--- config.mk ---
export PLATFORM = sky130hd
export DESIGN_NAME = bottom_mux
export DESIGN_NICKNAME = d
export VERILOG_FILES = /design/src/rtl/bottom_mux.sv
export SDC_FILE = /design/constraint.sdc
export NUM_CORES = 1
export LEC_CHECK = 0
export CAP_MARGIN = 20
export CORE_AREA = 2 2 39 41
export CTS_BUF_LIST = sky130_fd_sc_hd__clkbuf_8
export CTS_CLUSTER_DIAMETER = 40
export DETAILED_ROUTE_END_ITERATION = 7
export DIE_AREA = 0 0 41 43
export GPL_TIMING_DRIVEN = 0
export PLACE_DENSITY = 0.56
export RECOVER_POWER = 100
export SLEW_MARGIN = 15
export SYNTH_ARGS = -nofsm -noshare
export SYNTH_HDL_FRONTEND = slang
export SYNTH_SLANG_ARGS = --single-unit
--- constraint.sdc ---
create_clock -name clk -period 0.8 [get_ports clk]
set_input_delay 0.16 -clock clk [delete_from_list [all_inputs] [get_ports clk]]
set_output_delay 0.16 -clock clk [all_outputs]
set_load 0.005 [all_outputs]
--- src/rtl/bottom_mux.sv ---
`default_nettype none
// ============================================================================
//  Module   : bottom_mux
//  Purpose  : 2-to-1 word multiplexer (MIPS write-register index select,
//             rt vs rd). Combinational result y plus a registered copy y_q
//             with load enable and a valid flag for pipelined consumers.
//  Options  : BOTTOM_MUX_SEL_COUNT_EN adds sel_b_count, a saturating count
//             of enabled loads that picked input b.
//  Revision : 1.0  initial release
// ============================================================================
module bottom_mux #(
  parameter int unsigned          WIDTH   = 5,
  parameter logic [WIDTH-1:0]     RST_VAL = '0
) (
  input  logic             clk,
  input  logic             rst,
  input  logic [WIDTH-1:0] a,
  input  logic [WIDTH-1:0] b,
  input  logic             sel,
  input  logic             en,
`ifdef BOTTOM_MUX_SEL_COUNT_EN
  output logic [15:0]      sel_b_count,
`endif
  output logic [WIDTH-1:0] y,
  output logic [WIDTH-1:0] y_q,
  output logic             q_valid
);

  logic [WIDTH-1:0] y_q_d;
  logic [WIDTH-1:0] y_q_q;
  logic             q_valid_d;
  logic             q_valid_q;

  // Combinational select; an unknown sel merges a and b bitwise in simulation.
  always_comb begin
    y = sel ? b : a;
  end

  // Next-state for the registered copy: load on en, otherwise hold.
  always_comb begin
    y_q_d     = y_q_q;
    q_valid_d = q_valid_q;
    if (en) begin
      y_q_d     = y;
      q_valid_d = 1'b1;
    end
  end

  // Registered copy; reset takes priority over the load enable.
  always_ff @(posedge clk) begin
    if (rst) begin
      y_q_q     <= RST_VAL;
      q_valid_q <= 1'b0;
    end else begin
      y_q_q     <= y_q_d;
      q_valid_q <= q_valid_d;
    end
  end

  assign y_q     = y_q_q;
  assign q_valid = q_valid_q;

`ifdef BOTTOM_MUX_SEL_COUNT_EN
  logic [15:0] sel_b_count_d;
  logic [15:0] sel_b_count_q;

  // Count enabled loads that chose b; an unknown sel is not treated as b.
  always_comb begin
    sel_b_count_d = sel_b_count_q;
    if (en && (sel == 1'b1) && (sel_b_count_q != 16'hFFFF)) begin
      sel_b_count_d = sel_b_count_q + 16'd1;
    end
  end

  // Counter state, cleared by reset, saturating at all-ones.
  always_ff @(posedge clk) begin
    if (rst) begin
      sel_b_count_q <= 16'd0;
    end else begin
      sel_b_count_q <= sel_b_count_d;
    end
  end

  assign sel_b_count = sel_b_count_q;
`else
  // Selection counter not built in this configuration.
`endif

endmodule
`default_nettype wire

==> run summary, run 1 <==
worst-path cell chain = buf_12 -> mux2_4 -> buf_6
fin crit period = 0.853 ns
detailed router's first-iteration violation count = 3
Crit path max-delay family = multiplexers
Detailed Place HPWL = 647 um
Root Buffer = clkbuf_8
Crit path largest cell delay = 0.30 ns
number of flops mapped to enable cells by yosys = 0
cell count after synthesis = 24
Final setup viols = 11
Mapped Nets = 38
Area growth syn-to-layout = 109%
fin. max-slew vios = 0
Hold Path Class = in -> reg
min-delay src = b[0]
CP Capture Type = primary output
Yosys reg bits = 6
r2r startpoint = y_q[3]
slack of the worst reg-to-reg path = 0.01 ns
TritonCTS buffer count = 3
WL/cell = 11.9 um
CTS tree = done
DRT Pass-1 Iters = 2
Fin. Hold Viols = 0
Buffers & Inverters on Critical Path = 2
leading cell type by number of instances after synthesis = dfxtp_1
Slew @ Worst Pin = 0.171 ns
Fmax = 1170 MHz
FP Rows = 14
WHS Endpoint = y_q[0]
CP startpoint = sel
filler instances = 146
number of global-route vias before repair = 306
Synth Area per Inst = 11.5 um2
Starting Density = 19.9%
vias per cell = 4.39
core area = 0.00138 mm2
Buffers on Ports = 24
RSZ-0062 raised after global routing = true
Core Util, Final = 41.6%
max-cap violation count = 0
R2R Path End = y_q[3]
WHS Path Cells = 3
synth top area cells = dfxtp_1 44%, mux2_2 20%, o21ba_2 18%
Worst Path Class, Setup = in -> out
clk slew on worst S/H paths = 0.04 ns
power density of the placed cells = 1790 mW/mm2
Final WS setup = -0.0534 ns
largest net degree at the start of global routing = 8
NumNets Final = 71
via count = 312
Antenna Nets Post-Route = 0
status = complete, but fails checks
Sink Count = 6
Worst slew margin = 88.6%
cell area after placement = 536 um2
R2R depth = 3
Crit path required time = 0.64 ns
Tot GR Track Use = 10.1%
sequential area share after synthesis = 43.6%
I/O pin count = 25
first-pass GRT wire length = 1.15 mm
violated checks = setup timing
worst vdd ir = 0.000708 V
multi-input logic area = 176 um2
asr flop ratio synth = 0%
most common flop cell mapped by yosys = dfxtp_1
H-tree depth = 1
Die ar. = 0.00176 mm2
top-area cell type share of the netlist area = 43.6%
Cell Count, Final, Fillers Out = 71
Post-Place Cells = 64
yosys synthesis warning count = 0
share of layout cells above drive strength 1 = 78.2%
clk_lat worst skew = 0.22 ns
register area = 124 um2
Synth Cell Area = 275 um2
GP Congestion = 0.627
DP Worst Slack = -0.950 ns
data arrival time of the critical path = 0.69 ns
dominant cell type by area after synthesis = dfxtp_1
Crit Path Max Fanout = 5
diode count = 0
clk buf depth = 2
Die Y = 43 um
die span in x = 41 um
DRC = 0
cts hold-fix bufs = 0
GRT overflow = 0
Routed WL = 843 um
static leakage = 0.000290 uW
distinct cell type count after synthesis = 6
slowest CP cell = mux2_4
skew final = 0 ns
initial antenna violation count = 0
final period utilization = 107%
CP Launch Type = input pin
Post-synth top cells = 6 x dfxtp_1, 5 x mux2_2, 5 x o21a_1, 5 x o21ba_2, 2 x nor2_1
design area = 576 um2
layout make-up:
cell class	count	area share [%]
Timing Repair Buffer	28	36.5
Multi-Input combinational cell	17	30.7
Sequential cell	6	21.5
Clock buffer	3	7.17
Tap cell	16	3.48
Inverter	1	0.652
sequential cells by signal, indices dropped and copies added (netlist names):
signal   flops
y_q          5
q_valid      1
routing by layer:
metal	share of wire (%)	GRT usage, %	routed length [um]
met4	0	6.00	0
met3	18	5.24	154
met2	45	14.4	377
met5	0	0	0
met1	37	11.3	312
worst reg2reg max path, cell delays in order, from the launching register on:
cell     delay, ns
dfxtp_2       0.31
buf_6         0.10
o21ba_4       0.17
o21a_1        0.09
kinds of logic after synthesis:
family | share of synthesized area (%)
AO/OA/AOI/OAI | 31.8
flip-flops | 43.6
multiplexers | 20.5
AND/OR/NAND/NOR | 2.73
buffers and inverters | 1.36
timing repair:
action,4_1_cts,5_1_grt
pin swaps,0,0
buffers inserted,4,0
resized for setup,103,3
endpoints found under the setup margin,16,16
power by group:
part | switching, uW | internal, uW | leakage (uW)
combinational | 75.5 | 165 | 0.000217
sequential | 11.4 | 326 | 0.0000508
clock | 129 | 323 | 0.0000216
total | 216 | 814 | 0.000290
worst max path at each step:
stage / endpoint / slack, ns / depth (start not counted)
after floorplan: y_q[0] / 0.04 / 2
after global placement: y[1] / -0.95 / 3
after detailed placement: y[3] / -0.95 / 3
after CTS: y[0] / -0.06 / 3
after global routing: y[1] / -0.06 / 3
final: y[0] / -0.05 / 3
placed cells by master, fill, tap and decap left out:
master         netlist  final
buf_12               0      1
buf_2                0     15
buf_4                0      1
buf_6                0      7
clkbuf_2             0      1
clkbuf_4             0      2
clkbuf_8             0      3
dfxtp_1              6      3
dfxtp_2              0      3
dlygate4sd2_1        0      1
inv_1                1      1
mux2_4               0      5
nor2_1               2      2
o21a_1               5      5
o21ba_2              5      4
o21ba_4              0      1
stage by stage:
stage	hold slack (ns)	setup TNS (ns)	total power, uW
floorplan	0.232	0	411
global placement	0.461	-9.06	571
detailed placement	0.462	-9.06	574
CTS	0.278	-0.329	1050
global route	0.299	-0.475	1080
finish	0.282	-0.290	1030
No activity file was read; power rests on OpenSTA's default activity.
==> run 2, diff against run 1 <==
ABC_AREA = 1   (was not set)
PLACE_DENSITY = 0.58   (was 0.56)
==> run summary, run 2 <==
status = complete, but fails checks
violated checks = setup timing
Post-Place Cells = 90
Cell Count, Final, Fillers Out = 107
Crit path largest cell delay = 0.31 ns
power density of the placed cells = 1540 mW/mm2
Synth Area in Compound Gates = 0%
TritonCTS buffer count = 3
synth top area cells = dfxtp_1 40%, nand2_1 25%, nor2_1 15%
commonest non-fill, non-tap cell in the layout = nand2_1
vias per cell = 4.06
mux share of post-synthesis cell area = 0%
Sink Count = 6
Fin. Hold Viols = 0
Root Buffer = clkbuf_8
Area growth syn-to-layout = 126%
most common flop cell mapped by yosys = dfxtp_1
Post-synth top cells = 20 x nand2_1, 12 x nor2_1, 6 x dfxtp_1
skew final = 0 ns
yosys synthesis warning count = 0
combinational power share = 24.4%
Worst Path Class, Setup = reg -> out
fin. max-slew vios = 0
core area = 0.00138 mm2
share of layout cells above drive strength 1 = 45.1%
Synth Area in Adders = 0%
detailed router's first-iteration violation count = 2
Detailed Place HPWL = 589 um
Die ar. = 0.00176 mm2
CP Launch Type = flop
Mapped Nets = 64
Slew @ Worst Pin = 0.243 ns
largest family of logic cells by synthesized area = simple AND/OR/NAND/NOR gates
worst vdd ir = 0.00101 V
most frequent cells in the layout = 17 x nand2_1, 13 x buf_4, 12 x nor2_1
final period utilization = 101%
Crit path max-delay family = flip-flops
worst-path cell chain = buf_2
CTS tree = done
Worst slew margin = 83.8%
Hold Path Class = in -> reg
distinct cell type count after synthesis = 7
DP Worst Slack = -0.829 ns
clk_lat worst skew = 0.22 ns
Synth Cell Area = 299 um2
Routed WL = 1.01 mm
Core Util, Final = 48.8%
H-tree depth = 1
Psw = 240 uW
asr flop ratio synth = 0%
WL/cell = 9.48 um
xor/xnor share of the synthesized area = 0%
WHS = 0.300 ns
Buffers on Ports = 24
die span in x = 41 um
sequential area share after synthesis = 40.2%
Switching Share = 23.1%
Crit Path Max Fanout = 2
CP Capture Type = primary output
diode count = 0
fin crit period = 0.806 ns
data arrival time of the critical path = 0.65 ns
via count = 434
top-area cell type share of the netlist area = 40.2%
RSZ-0062 raised after global routing = true
cell count after synthesis = 50
leading cell type by number of instances after synthesis = nand2_1
dominant cell type by area after synthesis = dfxtp_1
clk buf depth = 2
Die Y = 43 um
FP Rows = 14
Crit path required time = 0.64 ns
max-cap violation count = 0
Post-Synth Simple-Gate Area = 48.5%
Clk pwr share = 43.1%
Buffers & Inverters on Critical Path = 1
Final WS setup = -0.00565 ns
number of global-route vias before repair = 417
Flop pwr share = 32.5%
Yosys reg bits = 6
DRC = 0
slowest CP cell = dfxtp_2
number of flops mapped to enable cells by yosys = 0
NumNets Final = 107
number of flip-flops in the largest register = 5
DRT Pass-1 Iters = 3
Tot GR Track Use = 14.2%
largest net degree at the start of global routing = 7
initial antenna violation count = 0
Synth Area per Inst = 5.98 um2
Final setup viols = 4
GRT overflow = 0
first-pass GRT wire length = 1.68 mm
clk slew on worst S/H paths = 0.04 ns
I/O pin count = 25
GP Congestion = 0.651
Antenna Nets Post-Route = 0
Fmax = 1240 MHz
Starting Density = 21.6%
static leakage = 0.000389 uW
Int Power = 799 uW
## run 2: changes by cell type after synthesis, sizes merged
cell / before / now
o21ba: 5 / 0
inv: 1 / 6
o21a: 5 / 0
mux2: 5 / 0
nand2: 0 / 20
nor2: 2 / 12
buf: 0 / 1
nand3: 0 / 5
## run 2: routing by layer
metal  vias up  global-route usage (%)  share of wire, %
met4         0                    8.00               1.7
met1       177                    19.0                45
met5         -                       0                 0
met3         4                    4.19               8.7
li1        231                       -                 -
met2        22                    19.4                44
## run 2: cell type report
type | instances | area (um2)
Buffer | 1 | 11.3
Clock buffer | 3 | 41.3
Fill cell | 137 | 708
Inverter | 6 | 25.0
Multi-Input combinational cell | 37 | 158
Sequential cell | 6 | 128
Tap cell | 16 | 20.0
Timing Repair Buffer | 38 | 293
## run 2: cells by family (layout without fill, tap and decap cells)
logic type	after synthesis	after routing
DFF	6	6
and+or+nand+nor	37	37
buffers and inverters	7	48
## run 2: per-stage QoR
step | TNS (ns) | power, uW | cell area (um2)
finish | -0.00983 | 1040 | 676
global route | -0.134 | 1100 | 676
CTS | -0.0555 | 1040 | 646
detailed placement | -7.25 | 578 | 559
global placement | -7.39 | 580 | 559
floorplan | 0 | 418 | 299
## run 2: power groups by stage
stage	clock network (uW)	logic (uW)	registers, uW
finish	449	253	338
global route	476	285	342
CTS	466	233	337
detailed placement	0	240	338
global placement	0	243	337
floorplan	0	77.6	340
## run 2: final timing paths
check | from | slack, ns | endpoint | cells after the start
worst max-delay path | y_q[0] | -0.006 | y_q[0] | 1
worst min-delay path | sel | 0.30 | y_q[1] | 5
worst max register to register | y_q[0] | 0.15 | y_q[0] | 4
worst min register to register | q_valid | 0.45 | q_valid | 2
## run 2: what timing repair did
action / in CTS / in global routing
setup buffers: 13 / 0
hold buffers: 0 / 0
pin swaps: 10 / 13
gates resized for setup: 69 / 18
endpoints found under the setup margin: 16 / 12
cloned: 1 / 0
